## config.mk

```make
export PLATFORM = sky130hd
export DESIGN_NAME = uparc_mem_arb_flat
export DESIGN_NICKNAME = d
export VERILOG_FILES = /design/src/rtl/uparc_mem_arb_if.sv /design/src/rtl/uparc_mem_arb.sv /design/src/flat_wrapper.sv
export SDC_FILE = /design/constraint.sdc
export NUM_CORES = 1
export LEC_CHECK = 0
export ABC_AREA = 1
export CORE_MARGIN = 2
export CORE_UTILIZATION = 25
export CTS_CLUSTER_DIAMETER = 100
export DETAILED_ROUTE_END_ITERATION = 8
export GPL_TIMING_DRIVEN = 1
export HOLD_SLACK_MARGIN = 0.06
export PLACE_DENSITY = 0.5
export SLEW_MARGIN = 20
export SYNTH_ARGS = -nofsm -noshare
export SYNTH_HDL_FRONTEND = slang
export SYNTH_SLANG_ARGS = --single-unit
```

## constraint.sdc

```tcl
create_clock -name clk -period 1.4 [get_ports clk]
set_input_delay 0.42 -clock clk [delete_from_list [all_inputs] [get_ports clk]]
set_output_delay 0.42 -clock clk [all_outputs]
set_load 0.05 [all_outputs]
```

## src/rtl/uparc_mem_arb_if.sv

```systemverilog
// Bundle of every handshake/bus signal around uparc_mem_arb.
//   I-Port : i_IAddr, i_IRdC          -> o_IData, o_IRdy, o_IErr
//   D-Port : i_DAddr, i_DCmd, i_DRnW,
//            i_DBen, i_DData          -> o_DData, o_DRdy, o_DErr
//   Bus    : o_MAddr, o_MCmd, o_MRnW,
//            o_MBen, o_MData          <- i_MData, i_MRdy, i_MErr
// Signal names carry the arbiter's point of view: i_* enter the arbiter,
// o_* leave it.
//   slave  : the arbiter itself
//   master : the surroundings (CPU ports and memory) driving the arbiter
interface uparc_mem_arb_if #(
    parameter int ADDR_WIDTH = 32,
    parameter int DATA_WIDTH = 32,
    parameter int BEN_WIDTH  = 4
);
    // I-Port
    logic [ADDR_WIDTH-1:0] i_IAddr;
    logic                  i_IRdC;
    logic [DATA_WIDTH-1:0] o_IData;
    logic                  o_IRdy;
    logic                  o_IErr;

    // D-Port
    logic [ADDR_WIDTH-1:0] i_DAddr;
    logic                  i_DCmd;
    logic                  i_DRnW;
    logic [BEN_WIDTH-1:0]  i_DBen;
    logic [DATA_WIDTH-1:0] i_DData;
    logic [DATA_WIDTH-1:0] o_DData;
    logic                  o_DRdy;
    logic                  o_DErr;

    // System memory bus
    logic [ADDR_WIDTH-1:0] o_MAddr;
    logic                  o_MCmd;
    logic                  o_MRnW;
    logic [BEN_WIDTH-1:0]  o_MBen;
    logic [DATA_WIDTH-1:0] o_MData;
    logic [DATA_WIDTH-1:0] i_MData;
    logic                  i_MRdy;
    logic                  i_MErr;

    modport slave (
        input  i_IAddr, i_IRdC,
        output o_IData, o_IRdy, o_IErr,
        input  i_DAddr, i_DCmd, i_DRnW, i_DBen, i_DData,
        output o_DData, o_DRdy, o_DErr,
        output o_MAddr, o_MCmd, o_MRnW, o_MBen, o_MData,
        input  i_MData, i_MRdy, i_MErr
    );

    modport master (
        output i_IAddr, i_IRdC,
        input  o_IData, o_IRdy, o_IErr,
        output i_DAddr, i_DCmd, i_DRnW, i_DBen, i_DData,
        input  o_DData, o_DRdy, o_DErr,
        input  o_MAddr, o_MCmd, o_MRnW, o_MBen, o_MData,
        output i_MData, i_MRdy, i_MErr
    );
endinterface

```

## src/rtl/uparc_mem_arb.sv

```systemverilog
// uparc_mem_arb: shares one single-ported memory bus between the CPU
// instruction fetch port (I) and load/store port (D).
//   clk  : clock
//   nrst : asynchronous active-low reset
//   bus  : uparc_mem_arb_if.slave carrying both CPU ports and the memory bus
// Each port's single-cycle command is captured into a pending slot. One bus
// transaction is issued at a time; when both ports wait, the port that was
// not served last wins. The response is routed combinationally to the port
// that owns the outstanding transaction. An optional watchdog (TIMEOUT>0)
// turns a missing response into an error for the owner.
module uparc_mem_arb #(
    parameter int          ADDR_WIDTH = 32,
    parameter int          DATA_WIDTH = 32,
    parameter int          BEN_WIDTH  = 4,
    parameter int unsigned TIMEOUT    = 0
) (
    input  logic           clk,
    input  logic           nrst,
    uparc_mem_arb_if.slave bus
);
    localparam logic [15:0] TO16 = 16'(TIMEOUT);

    typedef enum logic [2:0] {
        S_IDLE,
        S_ISSUE_I,
        S_ISSUE_D,
        S_WAIT_I,
        S_WAIT_D
    } state_t;

    state_t                state;
    logic                  pend_i;
    logic                  pend_d;
    logic                  last_grant_d;   // 0: I served last, 1: D served last
    logic [15:0]           wd_cnt;

    logic [ADDR_WIDTH-1:0] i_addr_q;
    logic [ADDR_WIDTH-1:0] d_addr_q;
    logic                  d_rnw_q;
    logic [BEN_WIDTH-1:0]  d_ben_q;
    logic [DATA_WIDTH-1:0] d_data_q;

    logic wait_i;
    logic wait_d;
    logic in_wait;
    logic wd_expire;
    logic resp_err;
    logic done;
    logic busy_i;
    logic busy_d;
    logic cap_i;
    logic cap_d;
    logic grant_d;

    assign wait_i  = (state == S_WAIT_I);
    assign wait_d  = (state == S_WAIT_D);
    assign in_wait = wait_i | wait_d;

    // wd_cnt holds the number of WAIT cycles already completed, so the
    // TIMEOUT-th WAIT cycle is the one where it reads TIMEOUT-1.
    assign wd_expire = (TO16 != 16'd0) && in_wait && (wd_cnt == TO16 - 16'd1);

    // A real response in the expiry cycle still wins over the watchdog.
    assign resp_err = bus.i_MErr | (wd_expire & ~bus.i_MRdy);
    assign done     = in_wait & (bus.i_MRdy | resp_err);

    // Response routing; bus responses outside WAIT never reach a port.
    assign bus.o_IData = bus.i_MData;
    assign bus.o_DData = bus.i_MData;
    assign bus.o_IRdy  = wait_i & bus.i_MRdy & ~bus.i_MErr;
    assign bus.o_IErr  = wait_i & resp_err;
    assign bus.o_DRdy  = wait_d & bus.i_MRdy & ~bus.i_MErr;
    assign bus.o_DErr  = wait_d & resp_err;

    // A port is busy from capture until its response; the response cycle
    // itself frees it, so a new command in that cycle is accepted.
    assign busy_i = pend_i | (state == S_ISSUE_I) | (wait_i & ~done);
    assign busy_d = pend_d | (state == S_ISSUE_D) | (wait_d & ~done);
    assign cap_i  = bus.i_IRdC & ~busy_i;
    assign cap_d  = bus.i_DCmd & ~busy_d;

    // Round-robin: D wins when it is the only one waiting, or when both
    // wait and I was served last.
    assign grant_d = pend_d & (~pend_i | ~last_grant_d);

    // NOTE: every register, including the captured command fields, sits on
    // the asynchronous reset so no X can leak onto the bus after power-up.
    always_ff @(posedge clk or negedge nrst) begin
        if (!nrst) begin
            state        <= S_IDLE;
            pend_i       <= 1'b0;
            pend_d       <= 1'b0;
            last_grant_d <= 1'b0;
            wd_cnt       <= 16'd0;
            i_addr_q     <= '0;
            d_addr_q     <= '0;
            d_rnw_q      <= 1'b0;
            d_ben_q      <= '0;
            d_data_q     <= '0;
            bus.o_MAddr  <= '0;
            bus.o_MCmd   <= 1'b0;
            bus.o_MRnW   <= 1'b0;
            bus.o_MBen   <= '0;
            bus.o_MData  <= '0;
        end else begin
            // NOTE: non-blocking assignments throughout, so every branch
            // below sees the pre-edge values of state and the pending flags.
            if (cap_i) begin
                pend_i   <= 1'b1;
                i_addr_q <= bus.i_IAddr;
            end
            if (cap_d) begin
                pend_d   <= 1'b1;
                d_addr_q <= bus.i_DAddr;
                d_rnw_q  <= bus.i_DRnW;
                d_ben_q  <= bus.i_DBen;
                d_data_q <= bus.i_DData;
            end

            bus.o_MCmd <= 1'b0;

            case (state)
                // Decides from the registered pending flags only, which
                // gives the two-cycle command-to-bus latency.
                S_IDLE: begin
                    if (pend_i | pend_d) begin
                        bus.o_MCmd <= 1'b1;
                        wd_cnt     <= 16'd0;
                        if (grant_d) begin
                            state        <= S_ISSUE_D;
                            bus.o_MAddr  <= d_addr_q;
                            bus.o_MRnW   <= d_rnw_q;
                            bus.o_MBen   <= d_ben_q;
                            bus.o_MData  <= d_data_q;
                            pend_d       <= 1'b0;
                            last_grant_d <= 1'b1;
                        end else begin
                            state        <= S_ISSUE_I;
                            bus.o_MAddr  <= i_addr_q;
                            bus.o_MRnW   <= 1'b1;
                            bus.o_MBen   <= '1;
                            bus.o_MData  <= '0;
                            pend_i       <= 1'b0;
                            last_grant_d <= 1'b0;
                        end
                    end
                end
                S_ISSUE_I: state <= S_WAIT_I;
                S_ISSUE_D: state <= S_WAIT_D;
                S_WAIT_I, S_WAIT_D: begin
                    if (done) begin
                        state <= S_IDLE;
                    end else if (TO16 != 16'd0) begin
                        wd_cnt <= wd_cnt + 16'd1;
                    end
                end
                default: state <= S_IDLE;
            endcase
        end
    end
endmodule
```

## src/flat_wrapper.sv

```systemverilog
// flat-port wrapper written by rule: the top's interface ports become plain ports
module uparc_mem_arb_flat 
#(
    parameter int          ADDR_WIDTH = 32,
    parameter int          DATA_WIDTH = 32,
    parameter int          BEN_WIDTH  = 4,
    parameter int unsigned TIMEOUT    = 0
)
  (clk, nrst, bus_i_IAddr, bus_i_IRdC, bus_o_IData, bus_o_IRdy, bus_o_IErr, bus_i_DAddr, bus_i_DCmd, bus_i_DRnW, bus_i_DBen, bus_i_DData, bus_o_DData, bus_o_DRdy, bus_o_DErr, bus_o_MAddr, bus_o_MCmd, bus_o_MRnW, bus_o_MBen, bus_o_MData, bus_i_MData, bus_i_MRdy, bus_i_MErr);
  uparc_mem_arb_if #(.ADDR_WIDTH(ADDR_WIDTH), .DATA_WIDTH(DATA_WIDTH), .BEN_WIDTH(BEN_WIDTH)) bus_i ();
  input  logic clk;
  input  logic nrst;
  input wire logic [$bits(bus_i.i_IAddr)-1:0] bus_i_IAddr;
  input wire logic [$bits(bus_i.i_IRdC)-1:0] bus_i_IRdC;
  output wire logic [$bits(bus_i.o_IData)-1:0] bus_o_IData;
  output wire logic [$bits(bus_i.o_IRdy)-1:0] bus_o_IRdy;
  output wire logic [$bits(bus_i.o_IErr)-1:0] bus_o_IErr;
  input wire logic [$bits(bus_i.i_DAddr)-1:0] bus_i_DAddr;
  input wire logic [$bits(bus_i.i_DCmd)-1:0] bus_i_DCmd;
  input wire logic [$bits(bus_i.i_DRnW)-1:0] bus_i_DRnW;
  input wire logic [$bits(bus_i.i_DBen)-1:0] bus_i_DBen;
  input wire logic [$bits(bus_i.i_DData)-1:0] bus_i_DData;
  output wire logic [$bits(bus_i.o_DData)-1:0] bus_o_DData;
  output wire logic [$bits(bus_i.o_DRdy)-1:0] bus_o_DRdy;
  output wire logic [$bits(bus_i.o_DErr)-1:0] bus_o_DErr;
  output wire logic [$bits(bus_i.o_MAddr)-1:0] bus_o_MAddr;
  output wire logic [$bits(bus_i.o_MCmd)-1:0] bus_o_MCmd;
  output wire logic [$bits(bus_i.o_MRnW)-1:0] bus_o_MRnW;
  output wire logic [$bits(bus_i.o_MBen)-1:0] bus_o_MBen;
  output wire logic [$bits(bus_i.o_MData)-1:0] bus_o_MData;
  input wire logic [$bits(bus_i.i_MData)-1:0] bus_i_MData;
  input wire logic [$bits(bus_i.i_MRdy)-1:0] bus_i_MRdy;
  input wire logic [$bits(bus_i.i_MErr)-1:0] bus_i_MErr;
  assign bus_i.i_IAddr = bus_i_IAddr;
  assign bus_i.i_IRdC = bus_i_IRdC;
  assign bus_o_IData = bus_i.o_IData;
  assign bus_o_IRdy = bus_i.o_IRdy;
  assign bus_o_IErr = bus_i.o_IErr;
  assign bus_i.i_DAddr = bus_i_DAddr;
  assign bus_i.i_DCmd = bus_i_DCmd;
  assign bus_i.i_DRnW = bus_i_DRnW;
  assign bus_i.i_DBen = bus_i_DBen;
  assign bus_i.i_DData = bus_i_DData;
  assign bus_o_DData = bus_i.o_DData;
  assign bus_o_DRdy = bus_i.o_DRdy;
  assign bus_o_DErr = bus_i.o_DErr;
  assign bus_o_MAddr = bus_i.o_MAddr;
  assign bus_o_MCmd = bus_i.o_MCmd;
  assign bus_o_MRnW = bus_i.o_MRnW;
  assign bus_o_MBen = bus_i.o_MBen;
  assign bus_o_MData = bus_i.o_MData;
  assign bus_i.i_MData = bus_i_MData;
  assign bus_i.i_MRdy = bus_i_MRdy;
  assign bus_i.i_MErr = bus_i_MErr;
  uparc_mem_arb #(.ADDR_WIDTH(ADDR_WIDTH), .DATA_WIDTH(DATA_WIDTH), .BEN_WIDTH(BEN_WIDTH), .TIMEOUT(TIMEOUT)) u_core (.clk(clk), .nrst(nrst), .bus(bus_i));
endmodule
```

==> impl_metrics.tcl <==
set metrics [dict create \
    antenna_found_initial 2 \
    end_kind "output pin" \
    max-vdd-ir-drop_mv 1.169 \
    maxCapViolations 0 \
    ys_types 21 \
    synth.largest_area_cell "dfrtp_1" \
    p_per_area_nw_per_um2 2510 \
    nets 1299 \
    synth_area_um2 7756 \
    clock_latency_ns 0.44 \
    skew_ns 0.02279 \
    worst_setup_path_start_kind "register" \
    power.leakage_nw 6.579 \
    r2r-start "u_core.state[0]" \
    final_cell_mix "nand2_1, dfrtp_1, buf_12" \
    wl_per_cell_um 16.97 \
    dpl.hpwl_um 15110 \
    gp_congestion 0.7241 \
    drive_gt1_share_pct 25.83 \
    vias_per_cell 4.236 \
    drc 0 \
    synth_area_leaders "dfrtp_1, nand2_1, buf_4" \
    final_util_pct 42.82 \
    ys_seq_elements 177 \
    n_fill_cell 2948 \
    max_freq_ghz 0.5408 \
    rows 64 \
    hold_violations 0 \
    holdPathEnd "u_core.i_addr_q[4]" \
    arrival_ns 1.43 \
    power_mw 32.88 \
    rsz0062_at_grt "yes" \
    die_y_um 180.1 \
    slew_headroom_pct 72.06 \
    grt_remaining_overflow 0 \
    worstReg2RegEnd "u_core.i_addr_q[9]" \
    syn_area_per_cell_um2 8.216 \
    pre_cts_slack_ns -0.5629 \
    grt_usage_pct 15.93 \
    cts_buffers 17 \
    die_area_um2 32450 \
    startpoint "u_core.state[1]" \
    layout_commonest_cell "nand2_1" \
    setup_violations 249 \
    grt_pass1_vias 6933 \
    area.growth.synth_to_final_pct 68.87 \
    fin_crit_ns 1.849 \
    place_inst 1462 \
    vias 6650 \
    port_buffers 180 \
    cts_root_buffer "clkbuf_16" \
    cp.required_ns 0.98 \
    cts_tree "done" \
    syn-num-nets 1083 \
    clock_path_buffers 2 \
    status "finished with violations" \
    synth.top_cell.area_share_pct 57.11 \
    detail_route.first_pass.iterations 4 \
    htree_levels 4 \
    violations "setup timing" \
    ios 277 \
    floorplan.initialDensity_pct 25.36 \
    hold_slack_ns 0.4751 \
    critPathKind "reg -> out" \
    yosysSeqAreaShare_pct 57.11 \
    yosys_warnings 0 \
    ant_nets 0 \
    drv_slew 0 \
    tightest_slew_ns 0.4191 \
    cts.sinks 177 \
    min_path_type "reg -> reg" \
    fp.dieW_um 180.1 \
    drt_wl_total_um 26650 \
    worst_slack_ns -0.4491 \
    clk_pin_slew_ns 0.07 \
    rr_worst_depth 9 \
    drt_iter0_markers 311 \
    finalNonFillerCells 1570 \
    grt_max_degree 37 \
    grt_pass1_wl_um 39650 \
    hold_depth 2 \
    crit_fanout 4 \
    hp-start "u_core.i_addr_q[4]" \
    synth_cells 944 \
    core_area_um2 30590 \
    fin_crit_sh_pct 132.1 \
    r2r_slack_ns -0.35 \
]
[layer usage]
| metal | vias up | GRT usage [%] | share of wire [%] |
|---|---|---|---|
| met4 | 2 | 4.903 | 1.0 |
| met5 | - | 0 | 0.049 |
| met1 | 3165 | 20.22 | 43 |
| met3 | 25 | 4.022 | 6.8 |
| li1 | 3250 | - | - |
| met2 | 208 | 26.71 | 50 |
[per-stage QoR]
stage | instance area, um^2 | TNS (ns)
4_1_cts | 12500 | -31.47
3_5_place_dp | 10730 | -57.89
2_1_floorplan | 7800 | -0.3062
6_report | 13100 | -49.20
3_3_place_gp | 10730 | -56.02
5_1_grt | 13100 | -64.38
[cells in the mapped netlist (all sizes together)]
cell,instances
nand2,581
dfrtp,177
buf,102
nand3,38
nor2,15
inv,13
clkbuf,6
o21ai,5
a21oi,3
nor3,2
nand3b,1
nand4,1
[worst max-delay path, cell delays in order (launching register included)]
cell and delay (ns):
dfrtp_2 0.45, nor2_4 0.16, nand2_4 0.09, nor3_4 0.16
buf_12 0.16
[power by group]
group	internal, mW	switching (mW)	total (mW)
registers	7.38	1.74	9.11
logic	9.32	9.23	18.5
clock network	3.06	2.17	5.23
total	19.7	13.1	32.9
[repair_timing]
item,CTS,global route
endpoints found under the hold margin,24,0
hold buffers,1,0
gates resized for setup,67,73
pin swaps,17,20
buffers inserted,30,17
endpoints found under the setup margin,241,249
gates cloned,21,11
[flip-flops by register name (all words and copies together) (netlist names)]
register	flops
u_core.d_data_q	32
u_core.pend_d	1
u_core.d_rnw_q	1
u_core.bus.o_MData	32
u_core.bus.o_MAddr	32
u_core.state	3
u_core.pend_i	1
u_core.bus.o_MRnW	1
u_core.d_addr_q	32
u_core.d_ben_q	4
u_core.i_addr_q	32
u_core.last_grant_d	1
u_core.bus.o_MCmd	1
u_core.bus.o_MBen	4
[cell type report]
class	count	area, um^2	area share (%)
clock inverter	12	180.2	1.376
multi-input combinational	647	2859	21.83
tap	396	495.5	3.783
antenna	1	2.502	0.01911
timing repair buffer	304	4607	35.17
clock buffer	20	446.7	3.410
sequential	177	4433	33.85
inverter	13	73.82	0.5636
[worst max path at each step]
stage / endpoint / cells past startpoint
final: bus_o_DRdy / 4
after global routing: bus_o_DRdy / 4
after CTS: bus_o_DRdy / 4
after detailed placement: u_core.d_addr_q[22] / 9
after global placement: u_core.d_addr_q[22] / 9
after floorplan: bus_o_DRdy / 3
[kinds of logic (layout without fill, tap and decap cells)]
| kind of cell | count (synthesis) | in the layout | share of synthesized area (%) |
|---|---|---|---|
| and+or+nand+nor | 638 | 639 | 31.94 |
| DFF | 177 | 177 | 57.11 |
| buffers and inverters | 121 | 349 | 10.29 |
| other | 0 | 1 | 0 |
| AOI/OAI and AO/OA | 8 | 8 | 0.6614 |
Note: power is estimated with default switching activity, not from simulation.
==> RTL change (same flow settings) <==
`DATA_WIDTH` is set to 32 in 3 places; all go to 48.
--- a/src/rtl/uparc_mem_arb_if.sv
+++ b/src/rtl/uparc_mem_arb_if.sv
@@ -12,3 +12,3 @@
     parameter int ADDR_WIDTH = 32,
-    parameter int DATA_WIDTH = 32,
+    parameter int DATA_WIDTH = 48,
     parameter int BEN_WIDTH  = 4
--- a/src/rtl/uparc_mem_arb.sv
+++ b/src/rtl/uparc_mem_arb.sv
@@ -12,3 +12,3 @@
     parameter int          ADDR_WIDTH = 32,
-    parameter int          DATA_WIDTH = 32,
+    parameter int          DATA_WIDTH = 48,
     parameter int          BEN_WIDTH  = 4,
--- a/src/flat_wrapper.sv
+++ b/src/flat_wrapper.sv
@@ -4,3 +4,3 @@
     parameter int          ADDR_WIDTH = 32,
-    parameter int          DATA_WIDTH = 32,
+    parameter int          DATA_WIDTH = 48,
     parameter int          BEN_WIDTH  = 4,
Ports: changed (5 resized); port bits go from 277 to 357. The function was not compared with the original's and may differ.
==> RTL change against the unedited design <==
The flow still finishes with violations (negative setup slack). Global-route usage decreased by 0.18 points. Routed wire length increased by 25%. Synthesized area increased by 18%. Fmax decreased by 6.7%. Count of clock-buffer cells in the layout increased by 16. Sequential cell count increased by 32. Worst setup slack got worse by 0.13 ns. Total power increased by 16%. Cell area increased by 16%. Critical endpoint is now bus_o_IRdy.
==> RTL change: results (changes against the unedited design) <==
starting DRC count in detailed routing 369 (+19%); complex-gate fraction of the synthesized area 0.480% (-0.18 points); violations in the final reports negative setup slack; count of non-filler cells in the finished layout 1786 (+14%); outcome finished with violations; number of standard cells after synthesis 1112 (+18%); met1 track utilization from global routing 19.7% (-0.51 points); post-CTS setup-driven buffer insertion count 11 (-63%); critical-path cell with the highest stage delay sky130_fd_sc_hd__dfrtp_1; sequential cell area in the final layout 5230 sq um (+18%); internal power of the cells 22.4 mW (+13%); quantity of I/O buffers inserted on ports 212 (+18%); Hold/Removal Path Class in2async; CTS-repair resized insts 45 (-33%); met3 Usage GRT 3.92% (-0.10 points); area of placed instances 12400 sq um (+15%); combinational power share 53.1% (-3.3 points); clock insertion delay at the later pin of the skew report 0.53 ns (+0.09 ns); nets in the synthesized netlist 1283 (+18%); sequential cell area fraction in the yosys report 57.4% (+0.25 points); Net count, final 1475 (+14%); endpoints failing setup 297 (+19%); final worst setup slack -0.582 ns (-0.133 ns); power in the clock group 6.90 mW (+32%); share of final-layout standard cells stronger than drive strength 1 29.7% (+3.9 points); vias in the first global route 7774 (+12%)
-- RTL change: changes by cell type in the layout (fill, tap and decap cells not counted), sizes merged, moves of 2 or more --
cell | before | now
clkbuf | 31 | 52
clkdlybuf4s50 | 103 | 119
inv | 16 | 13
dfrtp | 177 | 209
buf | 182 | 171
clkinvlp | 2 | 0
nand2 | 582 | 678
bufbuf | 5 | 2
clkinv | 3 | 8
-- RTL change: critical path: cells and delay by family (launching register included) --
kind | cells | cell delay (ns)
AND/OR/NAND/NOR | 2 | 0.30
buffers and inverters | 2 | 0.30
flip-flops | 1 | 0.43
-- RTL change: path summary, 6_finish.rpt --
check,startpoint,endpoint,depth (start not counted),slack (ns)
max reg2reg,u_core.state[2],u_core.d_addr_q[1],11,-0.27
max,u_core.state[1],bus_o_IRdy,4,-0.58
max in group asynchronous,nrst,u_core.d_data_q[38],3,0.49
min,nrst,u_core.bus.o_MBen[2],2,0.29
min in group clk,bus_i_DAddr[25],u_core.d_addr_q[25],3,0.42
min reg2reg,u_core.i_addr_q[31],u_core.i_addr_q[31],2,0.47
-- RTL change: routing by layer --
| layer | share of wire [%] | vias up |
|---|---|---|
| met4 | 2.3 | 2 |
| met5 | 0.039 | - |
| met1 | 42 | 3798 |
| met2 | 49 | 232 |
| li1 | - | 3696 |
| met3 | 6.6 | 64 |
-- RTL change: layout make-up --
cell class,instances,area share (%)
clock inverters,11,0.908
clock buffers,36,4.95
repair buffers,311,31.9
inverters,13,0.372
flip-flops and latches,209,34.5
diodes,2,0.0330
well taps,461,3.81
multi-input cells,743,23.6
-- RTL change: cells by family after synthesis --
| kind of cell | Yosys count |
|---|---|
| and+or+nand+nor | 734 |
| DFF | 209 |
| buffers and inverters | 161 |
| AOI/OAI and AO/OA | 8 |
